### config.mk
export PLATFORM = sky130hd
export DESIGN_NAME = imem_arbiter_flat
export DESIGN_NICKNAME = d
export VERILOG_FILES = /design/src/rtl/imem_pkg.sv /design/src/rtl/imem_arbiter_if.sv /design/src/rtl/imem_arbiter.sv /design/src/flat_wrapper.sv
export SDC_FILE = /design/constraint.sdc
export NUM_CORES = 1
export LEC_CHECK = 0
export ABC_AREA = 0
export CORE_MARGIN = 8
export CORE_UTILIZATION = 23
export DETAILED_ROUTE_END_ITERATION = 6
export PLACE_DENSITY = 0.87
export SLEW_MARGIN = 5
export SYNTH_ARGS = -nofsm -noshare
export SYNTH_HDL_FRONTEND = slang
export SYNTH_SLANG_ARGS = --single-unit
### constraint.sdc
create_clock -name clk -period 4.8 [get_ports clk]
set_input_delay 1.2 -clock clk [delete_from_list [all_inputs] [get_ports clk]]
set_output_delay 1.2 -clock clk [all_outputs]
set_load 0.02 [all_outputs]
### src/rtl/imem_pkg.sv
// rtl/imem_pkg.sv - shared types and address helpers for the instruction memory arbiter
package imem_pkg;

  typedef enum logic {ARB, LOCKED} arb_state_t;

  typedef enum logic [1:0] {OWN_NONE, OWN_IF, OWN_LD} owner_t;

  localparam int WORD_BYTES = 4;
  localparam int IDX_LSB    = $clog2(WORD_BYTES);

  // Misaligned or beyond the memory window; aw is the word-index width.
  function automatic logic addr_err(input logic [31:0] addr, input int aw);
    return (addr[IDX_LSB-1:0] != '0) || ((addr >> (aw + IDX_LSB)) != 32'd0);
  endfunction

endpackage

### src/rtl/imem_arbiter_if.sv
// rtl/imem_arbiter_if.sv - fetch and loader request/response bundle
interface imem_arbiter_if;
  logic        if_req;
  logic [31:0] if_addr;
  logic        if_gnt;
  logic        if_rvalid;
  logic [31:0] if_rdata;
  logic        if_err;
  logic        ld_req;
  logic        ld_we;
  logic        ld_lock;
  logic [31:0] ld_addr;
  logic [31:0] ld_wdata;
  logic        ld_gnt;
  logic        ld_rvalid;
  logic [31:0] ld_rdata;
  logic        ld_err;
  logic        cpu_hold;

  modport master (
    output if_req, if_addr, ld_req, ld_we, ld_lock, ld_addr, ld_wdata,
    input  if_gnt, if_rvalid, if_rdata, if_err,
    input  ld_gnt, ld_rvalid, ld_rdata, ld_err, cpu_hold
  );

  modport slave (
    input  if_req, if_addr, ld_req, ld_we, ld_lock, ld_addr, ld_wdata,
    output if_gnt, if_rvalid, if_rdata, if_err,
    output ld_gnt, ld_rvalid, ld_rdata, ld_err, cpu_hold
  );
endinterface

### src/rtl/imem_arbiter.sv
// rtl/imem_arbiter.sv - arbitrates fetch and loader onto one instruction RAM port
module imem_arbiter
  import imem_pkg::*;
#(
  parameter int DEPTH      = 64,
  parameter int AW         = $clog2(DEPTH),
  parameter int STARVE_MAX = 4
) (
  input  logic          clk,
  input  logic          rst_n,
  imem_arbiter_if.slave bus,
  output logic          mem_en,
  output logic          mem_we,
  output logic [AW-1:0] mem_addr,
  output logic [31:0]   mem_wdata,
  input  logic [31:0]   mem_rdata
);
  localparam int SCW = $clog2(STARVE_MAX + 1);
  localparam logic [SCW-1:0] STARVE_LIM = SCW'(STARVE_MAX);

  arb_state_t     state_q, state_d;
  logic [SCW-1:0] starve_q, starve_d;
  owner_t         owner_q, owner_d;
  logic           err_q, err_d;
  logic           we_q, we_d;

  logic           if_gnt, ld_gnt, bad;
  logic [31:0]    sel_addr;

  always_ff @(posedge clk or negedge rst_n) begin
    if (!rst_n) begin
      state_q  <= ARB;
      starve_q <= '0;
      owner_q  <= OWN_NONE;
      err_q    <= 1'b0;
      we_q     <= 1'b0;
    end else begin
      state_q  <= state_d;
      starve_q <= starve_d;
      owner_q  <= owner_d;
      err_q    <= err_d;
      we_q     <= we_d;
    end
  end

  always_comb begin
    state_d   = state_q;
    starve_d  = starve_q;
    owner_d   = OWN_NONE;
    err_d     = 1'b0;
    we_d      = 1'b0;
    if_gnt    = 1'b0;
    ld_gnt    = 1'b0;
    mem_en    = 1'b0;
    mem_we    = 1'b0;
    mem_addr  = '0;
    mem_wdata = '0;

    if (state_q == LOCKED) begin
      ld_gnt = bus.ld_req;
    end else begin
      ld_gnt = bus.ld_req && !(bus.if_req && starve_q == STARVE_LIM);
      if_gnt = bus.if_req && !ld_gnt;
    end

    sel_addr = ld_gnt ? bus.ld_addr : bus.if_addr;
    bad      = addr_err(sel_addr, AW);

    if (ld_gnt || if_gnt) begin
      owner_d = ld_gnt ? OWN_LD : OWN_IF;
      err_d   = bad;
      we_d    = ld_gnt && bus.ld_we;
      // Faulting requests never reach the RAM, so bad writes are dropped.
      if (!bad) begin
        mem_en    = 1'b1;
        mem_we    = we_d;
        mem_addr  = sel_addr[AW+IDX_LSB-1:IDX_LSB];
        mem_wdata = bus.ld_wdata;
      end
    end

    if (state_q == ARB) begin
      if (if_gnt || !bus.if_req)                starve_d = '0;
      else if (ld_gnt && starve_q != STARVE_LIM) starve_d = starve_q + SCW'(1);
      if (ld_gnt && bus.ld_lock)                state_d = LOCKED;
    end else if (ld_gnt && !bus.ld_lock) begin
      state_d  = ARB;
      starve_d = '0;
    end
  end

  assign bus.if_gnt    = if_gnt;
  assign bus.ld_gnt    = ld_gnt;
  assign bus.cpu_hold  = (state_q == LOCKED);
  assign bus.if_rvalid = (owner_q == OWN_IF);
  assign bus.ld_rvalid = (owner_q == OWN_LD);
  assign bus.if_err    = (owner_q == OWN_IF) && err_q;
  assign bus.ld_err    = (owner_q == OWN_LD) && err_q;
  assign bus.if_rdata  = ((owner_q == OWN_IF) && !err_q) ? mem_rdata : 32'd0;
  assign bus.ld_rdata  = ((owner_q == OWN_LD) && !err_q && !we_q) ? mem_rdata : 32'd0;
endmodule
### src/flat_wrapper.sv
// flat-port wrapper written by rule: the top's interface ports become plain ports
module imem_arbiter_flat import imem_pkg::*;
#(
  parameter int DEPTH      = 64,
  parameter int AW         = $clog2(DEPTH),
  parameter int STARVE_MAX = 4
)
  (clk, rst_n, mem_en, mem_we, mem_addr, mem_wdata, mem_rdata, bus_if_req, bus_if_addr, bus_ld_req, bus_ld_we, bus_ld_lock, bus_ld_addr, bus_ld_wdata, bus_if_gnt, bus_if_rvalid, bus_if_rdata, bus_if_err, bus_ld_gnt, bus_ld_rvalid, bus_ld_rdata, bus_ld_err, bus_cpu_hold);
  imem_arbiter_if bus_i ();
  input  logic clk;
  input  logic rst_n;
  output logic mem_en;
  output logic mem_we;
  output logic [AW-1:0] mem_addr;
  output logic [31:0] mem_wdata;
  input  logic [31:0] mem_rdata;
  input wire logic [$bits(bus_i.if_req)-1:0] bus_if_req;
  input wire logic [$bits(bus_i.if_addr)-1:0] bus_if_addr;
  input wire logic [$bits(bus_i.ld_req)-1:0] bus_ld_req;
  input wire logic [$bits(bus_i.ld_we)-1:0] bus_ld_we;
  input wire logic [$bits(bus_i.ld_lock)-1:0] bus_ld_lock;
  input wire logic [$bits(bus_i.ld_addr)-1:0] bus_ld_addr;
  input wire logic [$bits(bus_i.ld_wdata)-1:0] bus_ld_wdata;
  output wire logic [$bits(bus_i.if_gnt)-1:0] bus_if_gnt;
  output wire logic [$bits(bus_i.if_rvalid)-1:0] bus_if_rvalid;
  output wire logic [$bits(bus_i.if_rdata)-1:0] bus_if_rdata;
  output wire logic [$bits(bus_i.if_err)-1:0] bus_if_err;
  output wire logic [$bits(bus_i.ld_gnt)-1:0] bus_ld_gnt;
  output wire logic [$bits(bus_i.ld_rvalid)-1:0] bus_ld_rvalid;
  output wire logic [$bits(bus_i.ld_rdata)-1:0] bus_ld_rdata;
  output wire logic [$bits(bus_i.ld_err)-1:0] bus_ld_err;
  output wire logic [$bits(bus_i.cpu_hold)-1:0] bus_cpu_hold;
  assign bus_i.if_req = bus_if_req;
  assign bus_i.if_addr = bus_if_addr;
  assign bus_i.ld_req = bus_ld_req;
  assign bus_i.ld_we = bus_ld_we;
  assign bus_i.ld_lock = bus_ld_lock;
  assign bus_i.ld_addr = bus_ld_addr;
  assign bus_i.ld_wdata = bus_ld_wdata;
  assign bus_if_gnt = bus_i.if_gnt;
  assign bus_if_rvalid = bus_i.if_rvalid;
  assign bus_if_rdata = bus_i.if_rdata;
  assign bus_if_err = bus_i.if_err;
  assign bus_ld_gnt = bus_i.ld_gnt;
  assign bus_ld_rvalid = bus_i.ld_rvalid;
  assign bus_ld_rdata = bus_i.ld_rdata;
  assign bus_ld_err = bus_i.ld_err;
  assign bus_cpu_hold = bus_i.cpu_hold;
  imem_arbiter #(.DEPTH(DEPTH), .AW(AW), .STARVE_MAX(STARVE_MAX)) u_core (.clk(clk), .rst_n(rst_n), .bus(bus_i), .mem_en(mem_en), .mem_we(mem_we), .mem_addr(mem_addr), .mem_wdata(mem_wdata), .mem_rdata(mem_rdata));
endmodule
==> flow_summary.ini <==
[timing]
fin_ws_ns = 0.1134
tightest_slew_ns = 0.3935
period_share_pct = 97.64
setup_violations = 0
final_period_minus_worst_setup_slack_ns = 4.687
tns_ns = 0
hold_viol_final = 0
rsz0062_at_grt = no
fin_hold_ws_ns = 0.5456
clock_skew_ns = 0.001995
relSlewSlack_pct = 73.53
clock.fmax_mhz = 213.4
drv_slew = 0

[job]
drv_cap = 0

[die]
boundaryPins = 245
start_util_pct = 23.84
core_region_area_sq_um = 5921
rows = 28
die_area_sq_um = 8899
fp.dieH_microns = 94.34
die_w_microns = 94.34

[pwr]
p_int_uw = 264.0
p_sw_uw = 89.69
pwr-share-seq_pct = 21.2
power_density_nw_per_um2 = 89.91
leakagePower_nw = 1.713
p_sw_share_pct = 25.36
clkPwrFrac_pct = 22.0
comb_power_share_pct = 56.8
ir_worst_vdd_uv = 64.98

[cells_and_area]
antenna_cells = 0
finalInstanceArea_sq_um = 3934
syn2layout_area_growth_pct = 178.7
final_core_util_pct = 66.44
fillers = 503
final_common_cell = clkdlybuf4s50_1
drive_gt1_share_pct = 5.660
final_cell_mix = 204 x clkdlybuf4s50_1, 66 x and2_1, 38 x dlygate4sd2_1
nets = 562

[clocking]
post_cts_buffers = 0
hold_buffers = 0
cts_root_buf = clkbuf_8
tritoncts = built
h-tree-depth = 1
clockBufferDepth = 2
clock-sinks = 8
cts_buffers = 3
clkTransAtPathRegs_ns = 0.04
worstSkewPairLatency_ns = 0.23

[min_path]
min_to = u_core.starve_q[1]$_DFFE_PN0P_
holdPathStages = 1
hold_path_class = reg2reg
hp-start = u_core.starve_q[1]$_DFFE_PN0P_

[logic_synthesis]
yosys_warnings = 0
syn_area_sq_um = 1411
ys_ff_latch = 8
synth.distinct_cells = 35
ys.flop_type = dfrtp_1
synth_edf_count = 0
syn_avg_cell_area_sq_um = 7.588
seq_area_frac_synth_pct = 14.18
syn-instance-count = 186
async_reset_ff_share_pct = 100.0
synth_fp_nets = 322

[global_routing]
grt_pass1_wl_microns = 12440
antenna_found_initial = 0
grt_max_degree = 42
grt_pass1_vias = 2418
grt_util_all_layers_pct = 17.88
overflow = 0

[setup_path]
regToRegSetupSlack_ns = 2.95
worst-path-max-fanout = 39
start_kind = input pin
r2r_cells = 7
cp_cell_sequence = clkdlybuf4s50_1, or4_4, a2111oi_4, nand3_2, buf_12, a21boi_0, dlygate4sd2_1
crit_slowest_cell = or4_4
cp_data_required_time_ns = 3.60
worstReg2RegEnd = u_core.err_q$_DFF_PN0_
endpoint_kind = primary output
path_delay_family = buffers and inverters
path_depth = 7
timing.critical_path.buf_inv = 3
r2r_start = u_core.starve_q[0]$_DFFE_PN0P_
slowest_delay_ns = 0.55
path_class = in2out
worstPathArrival_ns = 3.49

[placement]
placedInstanceArea_sq_um = 3938
pre_cts_slack_ns = -0.1845
post-dp-hpwl_microns = 8094
gp_congestion = 0.7634
port_buffers = 244

[routing]
drt_iter0_markers = 97
ant_nets = 0
vias = 2240
drc_errors = 0
finalWirelength_microns = 8848
routedWlPerCell_microns = 17.73
dr.pass1.iters = 4
viasPerCell = 4.489

[status]
outcome = finished, final reports clean
[logic make-up after synthesis]
kind of cell             count (synthesis)  synth area share [%]
XOR/XNOR                                 1                0.6207
flip-flops                               8                 14.18
adder cells (fa/ha/maj)                  2                 1.773
AND/OR/NAND/NOR                        101                 44.24
buffers and inverters                   21                 7.446
multiplexers                             7                 5.053
AO/OA/AOI/OAI                           46                 26.68
[stage by stage]
stage | std cells | total power [mW]
after detailed placement | 496 | 0.2781
after CTS | 499 | 0.3576
after global placement | 496 | 0.2738
final | 499 | 0.3537
after floorplan | 186 | 0.1274
after global routing | 499 | 0.3736
[power groups by stage]
stage / Sequential (mW) / Clock, mW / Combinational, mW
floorplan: 0.0756 / 0 / 0.0518
global placement: 0.0754 / 0 / 0.198
detailed placement: 0.0758 / 0 / 0.202
CTS: 0.0749 / 0.0799 / 0.203
global route: 0.0754 / 0.0847 / 0.213
finish: 0.0750 / 0.0779 / 0.201
[what timing repair did]
action	in CTS	in global routing
resized for setup	38	1
endpoints found under the setup margin	38	1
hold endpoints to repair	0	0
[per-layer routing]
metal,wire [microns],global-route usage (%),vias up
met5,0,0,-
met4,181,5.812,0
li1,-,-,1113
met2,4830,36.85,156
met1,2578,15.16,958
met3,1257,6.349,13
[cell usage after synthesis (2+ instances only)]
library cell / count / share of area [%]
nand3_1: 2 / 0.71
a21oi_2: 6 / 3.7
dfrtp_1: 8 / 14
nand2_1: 4 / 1.1
a21boi_1: 6 / 3.2
a22o_1: 2 / 1.2
clkbuf_1: 10 / 2.7
nor4_1: 9 / 4.0
nor2b_1: 3 / 1.3
a21boi_0: 24 / 13
mux2i_1: 6 / 4.3
inv_1: 6 / 1.6
a21oi_1: 4 / 1.4
nor2_1: 5 / 1.3
ha_1: 2 / 1.8
and2_1: 66 / 29
or4_1: 2 / 1.1
a21boi_2: 3 / 2.4
nand2b_1: 2 / 0.89
[how the worst max path moves through the flow]
stage	from	to	slack, ns
6_report	bus_if_addr[28]	mem_wdata[3]	0.11
5_1_grt	bus_if_addr[28]	mem_wdata[31]	0.02
4_1_cts	bus_if_addr[28]	mem_en	0.02
3_5_place_dp	bus_if_addr[28]	mem_wdata[3]	-0.18
3_3_place_gp	bus_if_addr[28]	mem_wdata[5]	-0.08
2_1_floorplan	bus_if_addr[28]	mem_wdata[20]	0.66
[final cells by class]
cell class | instances | area [sq um] | area share (%)
Sequential cell | 8 | 200.2 | 5.089
Timing Repair Buffer | 250 | 2465 | 62.66
Tap cell | 75 | 93.84 | 2.385
Clock buffer | 3 | 41.29 | 1.050
Multi-Input combinational cell | 157 | 1111 | 28.24
Inverter | 6 | 22.52 | 0.5725
(Power assumes the default switching activity.)
